===== src/rtl/game_pkg.sv =====
`timescale 1ns/1ps
`default_nettype none
// ============================================================================
// Module      : game_pkg
// Description : Shared game definitions. Holds the game FSM state encoding
//               seen on state_in, the setup-register addresses read at the
//               start of a game, and the data code a responder returns to
//               signal a failed read.
// Revision    : 1.0 - initial release
// ============================================================================
package game_pkg;

    // Encoding of the top-level game FSM state.
    typedef enum logic [2:0] {
        MENU      = 3'd0,
        PLAY      = 3'd1,
        PAUSE     = 3'd2,
        WIN       = 3'd3,
        LOST      = 3'd4,
        GAME_OVER = 3'd5
    } game_state_e;

    // Number of named setup words held by the reader.
    localparam int C_NUM_SETUP_WORDS = 7;

    // Setup-register word addresses. Registers are 16 bits wide on a byte
    // addressed bus, so consecutive words are two addresses apart.
    localparam logic [7:0] C_ADR_ROW_COLUMN_NUMBER = 8'h00;
    localparam logic [7:0] C_ADR_MINE_NUM          = 8'h02;
    localparam logic [7:0] C_ADR_TIMER_SECONDS     = 8'h04;
    localparam logic [7:0] C_ADR_FIELD_SIZE        = 8'h06;
    localparam logic [7:0] C_ADR_BOARD_SIZE        = 8'h08;
    localparam logic [7:0] C_ADR_BOARD_XPOS        = 8'h0A;
    localparam logic [7:0] C_ADR_BOARD_YPOS        = 8'h0C;

    // Data value a responder returns instead of a real setup word on failure.
    localparam logic [15:0] C_DATA_ERROR = 16'hDEAD;

    // Bus address of setup word 'idx'.
    function automatic logic [7:0] setup_word_addr(input logic [2:0] idx);
        logic [7:0] adr;
        case (idx)
            3'd0:    adr = C_ADR_ROW_COLUMN_NUMBER;
            3'd1:    adr = C_ADR_MINE_NUM;
            3'd2:    adr = C_ADR_TIMER_SECONDS;
            3'd3:    adr = C_ADR_FIELD_SIZE;
            3'd4:    adr = C_ADR_BOARD_SIZE;
            3'd5:    adr = C_ADR_BOARD_XPOS;
            3'd6:    adr = C_ADR_BOARD_YPOS;
            default: adr = 8'h00;
        endcase
        return adr;
    endfunction

endpackage
`default_nettype wire


===== src/rtl/wishbone_if.sv =====
`timescale 1ns/1ps
`default_nettype none
// ============================================================================
// Module      : wishbone_if
// Description : Minimal pipelined Wishbone read channel used to fetch setup
//               registers.
//               master: drives stb_o, we_o, adr_o[7:0]
//                       samples stall_i, ack_i, dat_i[15:0]
// Revision    : 1.0 - initial release
// ============================================================================
interface wishbone_if;
    logic        stb_o;
    logic        we_o;
    logic [7:0]  adr_o;
    logic        stall_i;
    logic        ack_i;
    logic [15:0] dat_i;

    modport master (
        output stb_o,
        output we_o,
        output adr_o,
        input  stall_i,
        input  ack_i,
        input  dat_i
    );

    modport slave (
        input  stb_o,
        input  we_o,
        input  adr_o,
        output stall_i,
        output ack_i,
        output dat_i
    );
endinterface
`default_nettype wire


===== src/rtl/game_cfg_reader.sv =====
`timescale 1ns/1ps
`default_nettype none
// ============================================================================
// Module      : game_cfg_reader
// Description : Fetches the game setup words over a Wishbone read channel
//               each time the game goes from MENU to PLAY, one word at a
//               time with a per-word timeout, and holds the results.
// Ports       : clk, rst            - clock, async active-high reset
//               state_in[2:0]       - game FSM state (game_pkg encoding)
//               cfg_wb              - Wishbone master (read only)
//               row_column_number,
//               mine_num, timer_seconds, field_size, board_size,
//               board_xpos, board_ypos [15:0] - latched setup words
//               cfg_valid           - complete error-free config held
//               cfg_error           - last fetch aborted (timeout / DEAD)
//               busy                - fetch in progress
// Revision    : 1.0 - initial release
// ============================================================================
module game_cfg_reader
    import game_pkg::*;
#(
    parameter int NUM_REGS       = 7,
    parameter int TIMEOUT_CYCLES = 16
) (
    input  logic        clk,
    input  logic        rst,
    input  logic [2:0]  state_in,
    wishbone_if.master  cfg_wb,
    output logic [15:0] row_column_number,
    output logic [15:0] mine_num,
    output logic [15:0] timer_seconds,
    output logic [15:0] field_size,
    output logic [15:0] board_size,
    output logic [15:0] board_xpos,
    output logic [15:0] board_ypos,
    output logic        cfg_valid,
    output logic        cfg_error,
    output logic        busy
);

    typedef enum logic [2:0] {
        S_IDLE     = 3'd0,
        S_REQ      = 3'd1,
        S_WAIT_ACK = 3'd2,
        S_DONE     = 3'd3,
        S_ERR      = 3'd4
    } fetch_state_e;

    localparam logic [2:0] C_LAST_IDX = 3'(NUM_REGS - 1);
    localparam logic [4:0] C_TMO_LAST = 5'(TIMEOUT_CYCLES - 1);

    fetch_state_e state_q, state_d;
    logic [2:0]   idx_q, idx_d;
    logic [4:0]   tmo_q, tmo_d;
    logic [2:0]   prev_state_q, prev_state_d;
    logic [15:0]  word_q [C_NUM_SETUP_WORDS];
    logic [15:0]  word_d [C_NUM_SETUP_WORDS];
    logic         cfg_valid_q, cfg_valid_d;
    logic         cfg_error_q, cfg_error_d;

    logic w_start;
    logic w_ack;
    logic w_bad_data;
    logic w_expired;

    // Only a genuine MENU->PLAY transition starts a fetch; a start seen
    // while the sequencer is anywhere but IDLE is dropped.
    assign w_start    = (state_in == PLAY) && (prev_state_q == MENU) &&
                        (state_q == S_IDLE);
    assign w_ack      = (state_q == S_WAIT_ACK) && cfg_wb.ack_i;
    assign w_bad_data = (cfg_wb.dat_i == C_DATA_ERROR);
    // Last counted cycle of the window that opened on entry to REQ.
    assign w_expired  = (tmo_q == C_TMO_LAST);

    always_comb begin
        state_d      = state_q;
        idx_d        = idx_q;
        tmo_d        = tmo_q;
        prev_state_d = state_in;
        word_d       = word_q;
        cfg_valid_d  = cfg_valid_q;
        cfg_error_d  = cfg_error_q;

        if (state_in == MENU) begin
            cfg_valid_d = 1'b0;
        end

        case (state_q)
            S_IDLE: begin
                if (w_start) begin
                    state_d     = S_REQ;
                    idx_d       = 3'd0;
                    tmo_d       = 5'd0;
                    cfg_valid_d = 1'b0;
                    cfg_error_d = 1'b0;
                end
            end

            S_REQ: begin
                // The window keeps counting while stalled; a request that
                // is only accepted on the final cycle has no time left for
                // its acknowledge, so it is aborted as well.
                if (w_expired) begin
                    state_d     = S_ERR;
                    cfg_error_d = 1'b1;
                end else begin
                    tmo_d = tmo_q + 5'd1;
                    if (!cfg_wb.stall_i) begin
                        state_d = S_WAIT_ACK;
                    end
                end
            end

            S_WAIT_ACK: begin
                if (w_ack) begin
                    if (w_bad_data) begin
                        state_d     = S_ERR;
                        cfg_error_d = 1'b1;
                    end else begin
                        for (int i = 0; i < C_NUM_SETUP_WORDS; i++) begin
                            if (idx_q == 3'(i)) begin
                                word_d[i] = cfg_wb.dat_i;
                            end
                        end
                        if (idx_q == C_LAST_IDX) begin
                            state_d     = S_DONE;
                            cfg_valid_d = 1'b1;
                        end else begin
                            state_d = S_REQ;
                            idx_d   = idx_q + 3'd1;
                            tmo_d   = 5'd0;
                        end
                    end
                end else if (w_expired) begin
                    state_d     = S_ERR;
                    cfg_error_d = 1'b1;
                end else begin
                    tmo_d = tmo_q + 5'd1;
                end
            end

            S_DONE: begin
                state_d = S_IDLE;
            end

            S_ERR: begin
                state_d = S_IDLE;
            end

            default: begin
                state_d = S_IDLE;
            end
        endcase
    end

    always_ff @(posedge clk or posedge rst) begin
        if (rst) begin
            state_q      <= S_IDLE;
            idx_q        <= 3'd0;
            tmo_q        <= 5'd0;
            prev_state_q <= MENU;
            cfg_valid_q  <= 1'b0;
            cfg_error_q  <= 1'b0;
            for (int i = 0; i < C_NUM_SETUP_WORDS; i++) begin
                word_q[i] <= 16'h0000;
            end
        end else begin
            state_q      <= state_d;
            idx_q        <= idx_d;
            tmo_q        <= tmo_d;
            prev_state_q <= prev_state_d;
            cfg_valid_q  <= cfg_valid_d;
            cfg_error_q  <= cfg_error_d;
            word_q       <= word_d;
        end
    end

    assign cfg_wb.stb_o = (state_q == S_REQ);
    assign cfg_wb.we_o  = 1'b0;
    assign cfg_wb.adr_o = (state_q == S_REQ) ? setup_word_addr(idx_q) : 8'h00;

    assign row_column_number = word_q[0];
    assign mine_num          = word_q[1];
    assign timer_seconds     = word_q[2];
    assign field_size        = word_q[3];
    assign board_size        = word_q[4];
    assign board_xpos        = word_q[5];
    assign board_ypos        = word_q[6];

    assign cfg_valid = cfg_valid_q;
    assign cfg_error = cfg_error_q;
    assign busy      = (state_q != S_IDLE);

endmodule
`default_nettype wire


===== src/flat_wrapper.sv =====
// flat-port wrapper written by rule: the top's interface ports become plain ports
module game_cfg_reader_flat import game_pkg::*;
#(
    parameter int NUM_REGS       = 7,
    parameter int TIMEOUT_CYCLES = 16
)
  (clk, rst, state_in, row_column_number, mine_num, timer_seconds, field_size, board_size, board_xpos, board_ypos, cfg_valid, cfg_error, busy, cfg_wb_stb_o, cfg_wb_we_o, cfg_wb_adr_o, cfg_wb_stall_i, cfg_wb_ack_i, cfg_wb_dat_i);
  wishbone_if cfg_wb_i ();
  input  logic clk;
  input  logic rst;
  input  logic [2:0] state_in;
  output logic [15:0] row_column_number;
  output logic [15:0] mine_num;
  output logic [15:0] timer_seconds;
  output logic [15:0] field_size;
  output logic [15:0] board_size;
  output logic [15:0] board_xpos;
  output logic [15:0] board_ypos;
  output logic cfg_valid;
  output logic cfg_error;
  output logic busy;
  output wire logic [$bits(cfg_wb_i.stb_o)-1:0] cfg_wb_stb_o;
  output wire logic [$bits(cfg_wb_i.we_o)-1:0] cfg_wb_we_o;
  output wire logic [$bits(cfg_wb_i.adr_o)-1:0] cfg_wb_adr_o;
  input wire logic [$bits(cfg_wb_i.stall_i)-1:0] cfg_wb_stall_i;
  input wire logic [$bits(cfg_wb_i.ack_i)-1:0] cfg_wb_ack_i;
  input wire logic [$bits(cfg_wb_i.dat_i)-1:0] cfg_wb_dat_i;
  assign cfg_wb_stb_o = cfg_wb_i.stb_o;
  assign cfg_wb_we_o = cfg_wb_i.we_o;
  assign cfg_wb_adr_o = cfg_wb_i.adr_o;
  assign cfg_wb_i.stall_i = cfg_wb_stall_i;
  assign cfg_wb_i.ack_i = cfg_wb_ack_i;
  assign cfg_wb_i.dat_i = cfg_wb_dat_i;
  game_cfg_reader #(.NUM_REGS(NUM_REGS), .TIMEOUT_CYCLES(TIMEOUT_CYCLES)) u_core (.clk(clk), .rst(rst), .state_in(state_in), .cfg_wb(cfg_wb_i), .row_column_number(row_column_number), .mine_num(mine_num), .timer_seconds(timer_seconds), .field_size(field_size), .board_size(board_size), .board_xpos(board_xpos), .board_ypos(board_ypos), .cfg_valid(cfg_valid), .cfg_error(cfg_error), .busy(busy));
endmodule

===== config.mk =====
export PLATFORM = sky130hd
export DESIGN_NAME = game_cfg_reader_flat
export DESIGN_NICKNAME = d
export VERILOG_FILES = /design/src/rtl/game_pkg.sv /design/src/rtl/wishbone_if.sv /design/src/rtl/game_cfg_reader.sv /design/src/flat_wrapper.sv
export SDC_FILE = /design/constraint.sdc
export NUM_CORES = 1
export LEC_CHECK = 0
export ABC_AREA = 0
export ABC_CLOCK_PERIOD_IN_PS = 5100
export CAP_MARGIN = 10
export CORE_MARGIN = 2
export CORE_UTILIZATION = 43
export CTS_CLUSTER_DIAMETER = 150
export DETAILED_ROUTE_END_ITERATION = 8
export GPL_TIMING_DRIVEN = 0
export PLACE_DENSITY = 0.78
export REMOVE_ABC_BUFFERS = 1
export SKIP_CTS_REPAIR_TIMING = 1
export SLEW_MARGIN = 5
export SYNTH_ARGS = -nofsm -noshare
export SYNTH_HDL_FRONTEND = slang
export SYNTH_SLANG_ARGS = --single-unit

===== constraint.sdc =====
create_clock -name clk -period 5.1 [get_ports clk]
set_clock_uncertainty 0.2 [all_clocks]
set_input_delay 1.53 -clock clk [delete_from_list [all_inputs] [get_ports clk]]
set_output_delay 1.53 -clock clk [all_outputs]
set_load 0.02 [all_outputs]

After elaboration in Yosys (flattened, before gate mapping) --
Index checks and enable logic that the tools add are counted.
Storage, ports and cells: logic and storage cells 89, input port bits 23, output and inout bits 125, flip-flop bits (word level) 128
Cells by class: bitwise gates (word level) 1, mux-type cells 32, equal/unequal tests 20, reduce and logical (&&, ||, !) cells 21, add/subtract/negate cells 2
Operators with widths (count):
- $reduce_and A4 Y1 | 8
- $mux W3 | 10
- $mux W5 | 5
- $pmux W4 S6 | 1
- $eq A16 B16 Y1 const B | 1
- $pmux W5 S3 | 1
- $logic_not A3 Y1 | 4
- $eq A3 B1 Y1 const B | 3
- $eq A3 B2 Y1 const B | 3
- $eq A3 B3 Y1 const B | 3
- $mux W1 | 9
- $ne A3 B3 Y1 const B | 3
- $pmux W3 S3 | 1
- $pmux W3 S2 | 1
- $reduce_and A3 Y1 | 2
- $reduce_bool A3 Y1 | 2
- $add A5 B1 Y5 const B | 1
- $eq A5 B4 Y1 const B | 1
- $reduce_and A5 Y1 | 1
- $mux W4 | 1
- $ne A2 B1 Y1 const B | 2
- $ne A2 B2 Y1 const B | 2
- $add A3 B1 Y3 const B | 1
- $logic_and A1 B1 Y1 | 3
- 7 further kinds | 7

Longest topological paths before layout --
word-level depth 6, gate-level depth with buffers 6, gate-level depth less buffers 6

Least setup slack after synthesis --
No wires, ideal clock.
path type input-to-reg, from in cfg_wb_dat_i[1], to reg u_core.word_q (netlist bit u_core.field_size[0]), data arrival time 3.096 ns, data required time 4.775 ns, library setup time 0.125 ns, stages on the path 6, buffers on the path 2, path slack 1.680 ns, cell sequence nand4bb_1 > nor4_4 > buf_6 > nand3b_4 > buf_8 > mux2_2
On the way: longest elaborated chain between the ends 3
Ends and longest elaborated chain:
- start, declared | line flat_wrapper.sv:27 | input wire logic [$bits(cfg_wb_i.dat_i)-1:0] cfg_wb_dat_i;
- $eq A16 B16 Y1 | line game_cfg_reader.sv:71 | assign w_bad_data = (cfg_wb.dat_i == C_DATA_ERROR);
- $not A1 Y1 (no source line)
- $reduce_and A4 Y1 (no source line)
- end signal, assigned | line game_cfg_reader.sv:174 | word_q <= word_d;
- end, declared | line game_cfg_reader.sv:56 | logic [15:0] word_q [C_NUM_SETUP_WORDS];
Every way passes these cells. A chain may end at the register's enable or synchronous reset.

Final worst setup path --
from in cfg_wb_dat_i[1], to reg u_core.word_q (netlist bit u_core.field_size[12])
Same word-level chain as after synthesis.

==> results.json <==
{
  "drv_slew": 0,
  "ant_nets": 0,
  "cp_top_family": "simple AND/OR/NAND/NOR gates",
  "drive_above_1_share_pct": 32.8,
  "die_y_um": 116,
  "cts_tree": "yes",
  "port_buffers": 141,
  "cp.arrival_ps": 4370,
  "grt_max_degree": 79,
  "slew_headroom_pct": 19.8,
  "via_count": 3425,
  "avgSynthCellArea_um2": 15.8,
  "ios": 148,
  "clk_latency_ps": 410,
  "vias_per_cell": 5.08,
  "layout.nets": 522,
  "cp_slowest_stage_delay_ps": 1000,
  "synth_top_area_share_pct": 59.9,
  "critPathRequiredTime_ps": 5200,
  "area_delta_synth_final_pct": 41.1,
  "grt_pass1_wl_mm": 20.4,
  "clock-sinks": 128,
  "synth_edf_count": 0,
  "synth_area_um2": 5350,
  "slowest_stage": "nor4_4",
  "drv_cap": 0,
  "drc": 0,
  "start_kind": "input pin",
  "start_util_pct": 44.3,
  "ir_worst_vdd_mv": 0.364,
  "period_needed_ps": 4270,
  "die-area_um2": 13300,
  "max_freq_ghz": 0.234,
  "ys.flop_type": "dfrtp_1",
  "rsz0062_at_grt": "no",
  "cp_num_buf_inv": 1,
  "ys_seq_area_share_pct": 59.9,
  "netlist_top_cells_count": "dfrtp_1 (128), mux2_2 (107), buf_4 (8)",
  "ys_warn_count": 0,
  "drt-initial-drc-count": 167,
  "clk_pin_slew_worst_paths_ps": 60,
  "regArea_um2": 3200,
  "placementRows": 40,
  "setup_viol": 0,
  "firstDrtPassIters": 4,
  "status": "finished clean",
  "multi_input_area_um2": 1990,
  "die_w_um": 116,
  "fill_cells": 930,
  "min_path_type": "flip-flop to flip-flop",
  "grt_util_all_layers_pct": 20.4,
  "gp_congestion": 0.860,
  "wl_per_cell_um": 18.8,
  "worst_slack_ps": 829,
  "yosysUniqueCellTypes": 48,
  "drt-total-wl_mm": 12.7,
  "timing.final.crit_share_pct": 83.7,
  "cp_max_fo": 16,
  "crit_chain": "clkdlybuf4s50_1, nand4bb_1, nor4_4, nand3b_4, mux2_2",
  "fin_hold_ws_ps": 278,
  "yosysMostFrequentCell": "dfrtp_1",
  "grt_overflow": 0,
  "worstSetupPathType": "input pin to flip-flop",
  "async_flop_share_pct": 100,
  "power.leakage_nw": 3.40,
  "grt_pass1_vias": 3619,
  "synth_seq_cells": 128,
  "synth_area_leaders": "dfrtp_1 (60%), mux2_2 (23%), ha_1 (1.4%)",
  "p_per_area_nw_per_um2": 580,
  "grt_antenna_before_repair": 0,
  "worstMarginPinSlew_ps": 1200,
  "cts_buffer_depth": 2,
  "dp_hpwl_mm": 8.63,
  "finalHoldViolCount": 0,
  "synthCells": 339,
  "place_ws_ps": 407,
  "htreeDepth": 4,
  "synth_area_leader_cell": "dfrtp_1",
  "end_kind": "flip-flop",
  "diodes": 0,
  "clockRootBuffer": "clkbuf_16",
  "design.core.area_um2": 12100,
  "numCtsBuffers": 17
}
==> metal layers <==
layer	part of all wire (%)	wire length, um	GRT usage, %
met1	44	5580	26.7
met2	49	6150	32.2
met5	0	0	0
met4	1.2	147	6.59
met3	6.2	780	7.01
==> cell families after synthesis <==
kind of cell	after synthesis	share of synthesized area, %
flip-flops	128	59.9
AND/OR/NAND/NOR	39	7.14
buffers and inverters	22	3.28
adder cells (fa/ha/maj)	6	1.40
other	1	0.0701
multiplexers	112	23.9
AO/OA/AOI/OAI	31	4.28
==> metrics by stage <==
stage	instances	util, %	instance area (um2)	TNS (ps)	power (mW)
2_1_floorplan	328	-	5210	-5460	2.34
3_3_place_gp	637	56.7	6840	-208210	3.06
3_5_place_dp	641	57.3	6910	0	3.13
4_1_cts	673	62.5	7540	0	4.42
5_1_grt	674	62.6	7550	0	4.59
6_report	674	62.6	7550	0	4.38
==> cell type report <==
class	count	share of cell area [%]
clock buffers	18	5.82
clock inverters	14	2.52
well taps	168	2.79
inverters	6	0.365
flip-flops and latches	128	42.4
multi-input cells	194	26.3
repair buffers	146	19.7
==> worst min-delay path, cell delays in order, from the launching register on <==
cell and delay [ps]:
dfrtp_1 340, nand2_1 50, o21ai_0 60
==> final timing paths <==
path	to	from	cells after the start	slack (ps)
worst max-delay path	u_core.field_size[12]	cfg_wb_dat_i[1]	5	830
worst min-delay path	u_core.cfg_error	u_core.cfg_error	2	280
worst max register to register	u_core.board_ypos[9]	u_core.state_q[2]	4	2340
worst min register to register	u_core.cfg_error	u_core.cfg_error	2	280
max in group asynchronous	u_core.mine_num[0]	rst	3	2640
min in group asynchronous	u_core.prev_state_q[0]	rst	2	1330
==> sequential cells by signal (all words and copies together), names as in the netlist <==
signal / cells
u_core.cfg_error: 1
u_core.cfg_valid: 1
u_core.row_column_number: 16
u_core.idx_q: 3
u_core.board_ypos: 16
u_core.board_xpos: 16
u_core.timer_seconds: 16
u_core.state_q: 3
u_core.board_size: 16
u_core.prev_state_q: 3
u_core.field_size: 16
u_core.tmo_q: 5
u_core.mine_num: 16
==> cells in the final DEF, fill, tap and decap left out, types with 3 or more instances in the layout <==
master | netlist | final
clkdlybuf4s50_1 | 0 | 141
inv_1 | 6 | 5
clkinvlp_4 | 0 | 5
mux2_2 | 107 | 107
bufinv_16 | 0 | 4
o21a_1 | 5 | 5
a211oi_1 | 3 | 3
nand4b_1 | 4 | 4
nand2_1 | 4 | 4
dfrtp_1 | 128 | 128
nor3_4 | 3 | 3
nor4b_4 | 3 | 3
ha_1 | 6 | 6
buf_8 | 2 | 3
clkinv_2 | 0 | 3
o21ai_0 | 6 | 6
conb_1 | 1 | 6
clkbuf_16 | 0 | 17
nor2_1 | 3 | 3
mux2_4 | 5 | 5
==> power by group <==
part | internal [mW] | switching, mW
Sequential | 1.33 | 0.179
Clock | 0.828 | 0.441
Combinational | 0.831 | 0.769
Total | 2.99 | 1.39
Power figures use the tool's default switching activity.
